--- config.mk ---
export PLATFORM = sky130hd
export DESIGN_NAME = mips_bus_arbiter
export DESIGN_NICKNAME = d
export VERILOG_FILES = /design/src/rtl/mips_bus_pkg.sv /design/src/rtl/mips_ibuf.sv /design/src/rtl/mips_bus_arbiter.sv
export SDC_FILE = /design/constraint.sdc
export NUM_CORES = 1
export LEC_CHECK = 0
export CORE_MARGIN = 5
export CORE_UTILIZATION = 35
export CTS_BUF_LIST = sky130_fd_sc_hd__clkbuf_16
export CTS_CLUSTER_SIZE = 24
export DETAILED_ROUTE_END_ITERATION = 8
export PLACE_DENSITY = 0.73
export SYNTH_ARGS = -nofsm -noshare
export SYNTH_HDL_FRONTEND = slang
export SYNTH_HIERARCHICAL = 1
export SYNTH_SLANG_ARGS = --single-unit
--- constraint.sdc ---
create_clock -name clk -period 5.4 [get_ports clk]
set_input_delay 1.08 -clock clk [delete_from_list [all_inputs] [get_ports clk]]
set_output_delay 1.08 -clock clk [all_outputs]
set_load 0.02 [all_outputs]
--- src/rtl/mips_bus_pkg.sv ---
// Shared types and helpers for the Harvard-core to Avalon-MM bus arbiter.
package mips_bus_pkg;

  typedef enum logic [1:0] {
    ST_IDLE   = 2'd0,
    ST_IFETCH = 2'd1,
    ST_DREAD  = 2'd2,
    ST_DWRITE = 2'd3
  } state_t;

  localparam int MAX_ADDR_W = 64;

  // Clears the byte-offset bits of an address for a bus of data_w bits.
  function automatic logic [MAX_ADDR_W-1:0] word_align(input logic [MAX_ADDR_W-1:0] addr,
                                                       input int data_w);
    logic [MAX_ADDR_W-1:0] v_mask;
    v_mask = ~((64'd1 << $clog2(data_w / 8)) - 64'd1);
    return addr & v_mask;
  endfunction

endpackage

--- src/rtl/mips_ibuf.sv ---
// One-word instruction buffer: hit compare, fill on fetch, invalidate on
// a write to the buffered word and, optionally, on every advancing edge.
module mips_ibuf #(
  parameter int ADDR_W  = 32,
  parameter int DATA_W  = 32,
  parameter int IBUF_EN = 1
) (
  input  logic              clk,
  input  logic              reset,
  input  logic [ADDR_W-1:0] i_fetch_addr,
  input  logic              i_load,
  input  logic [ADDR_W-1:0] i_load_addr,
  input  logic [DATA_W-1:0] i_load_data,
  input  logic              i_wr_done,
  input  logic [ADDR_W-1:0] i_wr_addr,
  input  logic              i_advance,
  output logic              o_hit,
  output logic [DATA_W-1:0] o_data
);

  logic              r_valid;
  logic [ADDR_W-1:0] r_addr;
  logic [DATA_W-1:0] r_data;

  assign o_hit  = r_valid && (r_addr == i_fetch_addr);
  assign o_data = r_data;

  always_ff @(posedge clk or posedge reset) begin
    if (reset) begin
      r_valid <= 1'b0;
      r_addr  <= '0;
      r_data  <= '0;
    end else if (i_load) begin
      r_valid <= 1'b1;
      r_addr  <= i_load_addr;
      r_data  <= i_load_data;
    end else if (i_wr_done && (r_addr == i_wr_addr)) begin
      r_valid <= 1'b0;
    end else if (i_advance && (IBUF_EN == 0)) begin
      r_valid <= 1'b0;
    end else begin
      r_valid <= r_valid;
    end
  end

endmodule

--- src/rtl/mips_bus_arbiter.sv ---
// Serialises instruction fetches and data accesses from a stall-controlled
// Harvard core onto one Avalon-MM master, one transaction at a time.
module mips_bus_arbiter
  import mips_bus_pkg::*;
#(
  parameter  int ADDR_W     = 32,
  parameter  int DATA_W     = 32,
  parameter  int DATA_FIRST = 0,
  parameter  int IBUF_EN    = 1,
  localparam int BE_W       = DATA_W / 8
) (
  input  logic              clk,
  input  logic              reset,
  input  logic              i_read,
  input  logic [ADDR_W-1:0] i_address,
  output logic [DATA_W-1:0] i_readdata,
  input  logic              d_read,
  input  logic              d_write,
  input  logic [ADDR_W-1:0] d_address,
  input  logic [BE_W-1:0]   d_byteenable,
  input  logic [DATA_W-1:0] d_writedata,
  output logic [DATA_W-1:0] d_readdata,
  output logic              clk_enable,
  input  logic              waitrequest,
  input  logic [DATA_W-1:0] readdata,
  output logic              read,
  output logic              write,
  output logic [ADDR_W-1:0] address,
  output logic [BE_W-1:0]   byteenable,
  output logic [DATA_W-1:0] writedata
);

  state_t            r_state, w_state_nxt;
  logic              r_read, w_read_nxt;
  logic              r_write, w_write_nxt;
  logic [ADDR_W-1:0] r_address, w_address_nxt;
  logic [BE_W-1:0]   r_byteenable, w_byteenable_nxt;
  logic [DATA_W-1:0] r_writedata, w_writedata_nxt;
  logic              r_d_done;
  logic [DATA_W-1:0] r_d_rdata;

  logic [ADDR_W-1:0] w_i_addr_al, w_d_addr_al;
  logic              w_hit, w_i_pend, w_d_pend, w_advance, w_complete;

  assign w_i_addr_al = ADDR_W'(word_align(MAX_ADDR_W'(i_address), DATA_W));
  assign w_d_addr_al = ADDR_W'(word_align(MAX_ADDR_W'(d_address), DATA_W));
  assign w_i_pend    = i_read && !w_hit;
  assign w_d_pend    = (d_read || d_write) && !r_d_done;
  assign w_advance   = !reset && !w_i_pend && !w_d_pend;
  assign w_complete  = (r_state != ST_IDLE) && !waitrequest;

  mips_ibuf #(
    .ADDR_W (ADDR_W),
    .DATA_W (DATA_W),
    .IBUF_EN(IBUF_EN)
  ) u_ibuf (
    .clk         (clk),
    .reset       (reset),
    .i_fetch_addr(w_i_addr_al),
    .i_load      (w_complete && (r_state == ST_IFETCH)),
    .i_load_addr (r_address),
    .i_load_data (readdata),
    .i_wr_done   (w_complete && (r_state == ST_DWRITE)),
    .i_wr_addr   (r_address),
    .i_advance   (w_advance),
    .o_hit       (w_hit),
    .o_data      (i_readdata)
  );

  always_comb begin
    w_state_nxt      = r_state;
    w_read_nxt       = r_read;
    w_write_nxt      = r_write;
    w_address_nxt    = r_address;
    w_byteenable_nxt = r_byteenable;
    w_writedata_nxt  = r_writedata;
    case (r_state)
      ST_IDLE: begin
        if (w_i_pend && (!w_d_pend || (DATA_FIRST == 0))) begin
          w_state_nxt      = ST_IFETCH;
          w_read_nxt       = 1'b1;
          w_address_nxt    = w_i_addr_al;
          w_byteenable_nxt = {BE_W{1'b1}};
        end else if (w_d_pend) begin
          w_address_nxt = w_d_addr_al;
          // A simultaneous read and write request is served as a read.
          if (d_read) begin
            w_state_nxt      = ST_DREAD;
            w_read_nxt       = 1'b1;
            w_byteenable_nxt = {BE_W{1'b1}};
          end else begin
            w_state_nxt      = ST_DWRITE;
            w_write_nxt      = 1'b1;
            w_byteenable_nxt = d_byteenable;
            w_writedata_nxt  = d_writedata;
          end
        end else begin
          w_state_nxt = ST_IDLE;
        end
      end
      ST_IFETCH, ST_DREAD, ST_DWRITE: begin
        if (!waitrequest) begin
          w_state_nxt = ST_IDLE;
          w_read_nxt  = 1'b0;
          w_write_nxt = 1'b0;
        end else begin
          w_state_nxt = r_state;
        end
      end
      default: begin
        w_state_nxt = ST_IDLE;
        w_read_nxt  = 1'b0;
        w_write_nxt = 1'b0;
      end
    endcase
  end

  always_ff @(posedge clk or posedge reset) begin
    if (reset) begin
      r_state      <= ST_IDLE;
      r_read       <= 1'b0;
      r_write      <= 1'b0;
      r_address    <= '0;
      r_byteenable <= '0;
      r_writedata  <= '0;
    end else begin
      r_state      <= w_state_nxt;
      r_read       <= w_read_nxt;
      r_write      <= w_write_nxt;
      r_address    <= w_address_nxt;
      r_byteenable <= w_byteenable_nxt;
      r_writedata  <= w_writedata_nxt;
    end
  end

  // d_done holds the data port released until the core takes its advancing edge.
  always_ff @(posedge clk or posedge reset) begin
    if (reset) begin
      r_d_done  <= 1'b0;
      r_d_rdata <= '0;
    end else if (w_complete && (r_state == ST_DREAD)) begin
      r_d_done  <= 1'b1;
      r_d_rdata <= readdata;
    end else if (w_complete && (r_state == ST_DWRITE)) begin
      r_d_done  <= 1'b1;
    end else if (w_advance) begin
      r_d_done  <= 1'b0;
    end else begin
      r_d_done  <= r_d_done;
    end
  end

  assign clk_enable = w_advance;
  assign d_readdata = r_d_rdata;
  assign read       = r_read;
  assign write      = r_write;
  assign address    = r_address;
  assign byteenable = r_byteenable;
  assign writedata  = r_writedata;

endmodule

==> results.md <==
- Setup Crit Path Kind: input pin to output port
- Multiplexer area fraction after synthesis: 29.1%
- Nets@finish: 915
- Critical-path top delay cell: clkdlybuf4s50_1
- DRC Markers: 0
- Peak VDD IR: 0.296 mV
- Critical Path AT: 3.75 ns
- Combinational fraction of design power: 47.3%
- Tmin final: 4.83 ns
- Vias in the first global route: 5,504
- Simple-gate portion of the synthesized area: 3.46%
- Avg Inst Size Synth: 14.7 um2
- GP Congestion: 0.809
- Clock sink count: 168
- Vias per std cell: 4.74
- Layout cell share with drive strength beyond 1: 29.4%
- Asr flop ratio synth: 100%
- Worst Path Buf+Inv: 2
- Post-synthesis register bit count: 168
- Power density cells: 630 nW/um2
- Unrepaired setup endpoints after global routing: false
- Total CTS buffers: 17
- Yosys warning count: 6
- Number of port buffers: 266
- Sw Pwr: 2.50 mW
- Synth Flop Type: dfrtp_1
- Netlist cell types: 33
- CTS tree: done
- WL/cell: 18.7 um
- Internal power: 4.42 mW
- Max_slew headroom: 31.7%
- Root buffer cell: clkbuf_16
- Hold Path Class: flip-flop to flip-flop
- # hold bufs at CTS: 0
- Actual slew at the worst max-slew pin: 1.02 ns
- Sw frac: 36.1%
- Routed WL: 19.9 mm
- Worst path required time: 4.32 ns
- Die X: 156 um
- Core box area: 21,000 um2
- Clock Latency Late Sink: 0.42 ns
- Chip height: 156 um
- Commonest non-fill, non-tap cell in the layout: clkdlybuf4s50_1
- Static Leakage: 4.38 nW
- Post-synth EDFFs: 0
- Xor-xnor portion of the synthesized cell area: 7.56%
- Max cap viols: 0
- DP HPWL: 14.5 mm
- Clock power share: 18.4%
- Total power: 6.93 mW
- Initial antenna violation count: 1
- Placed Cells incl. Taps: 1,033
- Adder-cell share of the synthesized area: 0%
- Final Cycle Share: 89.5%
- Initial core utilization: 35.4%
- Row count: 53
- Hold slack: 0.488 ns
- Antenna Nets Post-Route: 0
- First-pass DRT Iterations: 4
- Fin cells: 1,065
- Post-Syn Instances: 503
- Synth Area in Compound Gates: 0.961%
- Status: finished, final reports clean
- DRT iter0 DRCs: 138
- Mapped Area: 7420 um2
- P&R area growth vs syn: 48.2%
- CP Launch Type: input pin
- DIE AREA: 24,200 um2
- Slowest stage delay, CP: 0.64 ns
- Most frequent cells in the layout: clkdlybuf4s50_1, mux2_2, dfrtp_1, xnor2_1, xor2_1
- Fmax: 207 MHz
- H-tree depth: 4
- GRT overflow: 0
- Delay-heaviest family, CP: simple AND/OR/NAND/NOR gates
- Clock Tree Buf Depth: 2
- Routed vias: 5,052
- Largest family of logic cells by synthesized area: multiplexers
- Pin count of the biggest net entering global routing: 71
- Seq/Total Area, Yosys: 56.7%
- PostCTS Resize Cnt: 0
- First-pass GRT wire length: 31.2 mm
- Final hold vios: 0
- Sequential power share: 34.3%
- Fill cells: 1,832
- Final Skew: 0.0116 ns
- Setup Buffers After CTS: 0
- Total Routing Usage GR: 16.6%
- Io pins: 273
- Final Util: 52.4%
- Max-slew violations: 0
- Antenna diodes: 0
- Worst-path fanout max: 2
- # setup viols final: 0
- Clock transition at path regs: 0.07 ns
- CP cell instances: clkdlybuf4s50_1 -> xnor2_1 -> nand4_1 -> nor4_1 -> nand4_1 -> nor4_2 -> nand2b_2 -> and3_1 -> clkdlybuf4s50_1
- Setup_tns: 0 ns
- Crit path capture type: output port
[registers in the layout, indices dropped and copies added (netlist names), 2 cells and up]
signal	count
u_ibuf/r_addr	32
byteenable	4
address	30
writedata	32
u_ibuf/o_data	32
d_readdata	32
r_state	2
[cell usage after synthesis (all sizes together) (2+ instances only)]
| cell type | count | share of area, % |
|---|---|---|
| or3 | 4 | 0.34 |
| a21oi | 4 | 0.32 |
| xor2 | 24 | 2.8 |
| nand4 | 10 | 0.84 |
| mux2 | 192 | 29 |
| clkbuf | 6 | 0.32 |
| nor4 | 11 | 1.2 |
| nand2 | 2 | 0.10 |
| nand2b | 3 | 0.25 |
| nor2 | 4 | 0.20 |
| o21ai | 2 | 0.13 |
| buf | 18 | 1.6 |
| inv | 4 | 0.20 |
| xnor2 | 40 | 4.7 |
| dfrtp | 168 | 57 |
[cell families (layout without fill, tap and decap cells)]
family                 Yosys count  after routing
other                            1              8
AND/OR/NAND/NOR                 40             40
buffers and inverters           28            308
flip-flops                     168            168
multiplexers                   192            192
AO/OA/AOI/OAI                   10             10
XOR/XNOR                        64             64
[per-stage QoR]
stage | setup WS (ns) | instance area, um2
final | 0.569 | 11000
after global routing | 0.363 | 11000
after CTS | 0.534 | 11000
after detailed placement | 0.543 | 10400
after global placement | 0.513 | 10400
after floorplan | 0.558 | 7440
[worst paths after layout]
check | start | cells past startpoint | slack, ns | endpoint
setup / recovery | i_address[22] | 9 | 0.57 | clk_enable
hold / removal | writedata[10]$_DFFE_PP0P_ | 1 | 0.49 | writedata[10]$_DFFE_PP0P_
setup reg to reg | u_ibuf/r_addr[4]$_DFFE_PP0P_ | 10 | 2.14 | address[13]$_DFFE_PP0P_
hold reg to reg | writedata[10]$_DFFE_PP0P_ | 1 | 0.49 | writedata[10]$_DFFE_PP0P_
max in group asynchronous | reset | 3 | 2.99 | writedata[29]$_DFFE_PP0P_
min in group asynchronous | reset | 2 | 1.11 | d_readdata[26]$_DFFE_PP0P_
[layout make-up]
class	instances	area, um2	share of cell area (%)
Inverter	4	17.5	0.159
Multi-Input combinational cell	314	3100	28.2
Sequential cell	168	4200	38.3
Timing Repair Buffer	272	2710	24.6
Tap cell	275	344	3.13
Clock buffer	17	425	3.87
Clock inverter	15	189	1.72
[power groups by stage]
stage / logic, mW / clock network [mW] / registers [mW]
6_report: 3.27 / 1.28 / 2.37
5_1_grt: 3.47 / 1.38 / 2.48
4_1_cts: 3.33 / 1.33 / 2.38
3_5_place_dp: 3.31 / 0 / 2.40
3_3_place_gp: 3.29 / 0 / 2.37
2_1_floorplan: 1.25 / 0 / 2.95
[metal layers]
| metal | up-vias | global-route usage, % | wire length (um) |
|---|---|---|---|
| li1 | 2340 | - | - |
| met1 | 2500 | 19.8 | 8120 |
| met2 | 183 | 28.1 | 9740 |
| met4 | 2 | 5.67 | 497 |
| met5 | - | 0 | 13 |
| met3 | 27 | 5.66 | 1530 |
Power figures use the tool's default switching activity.
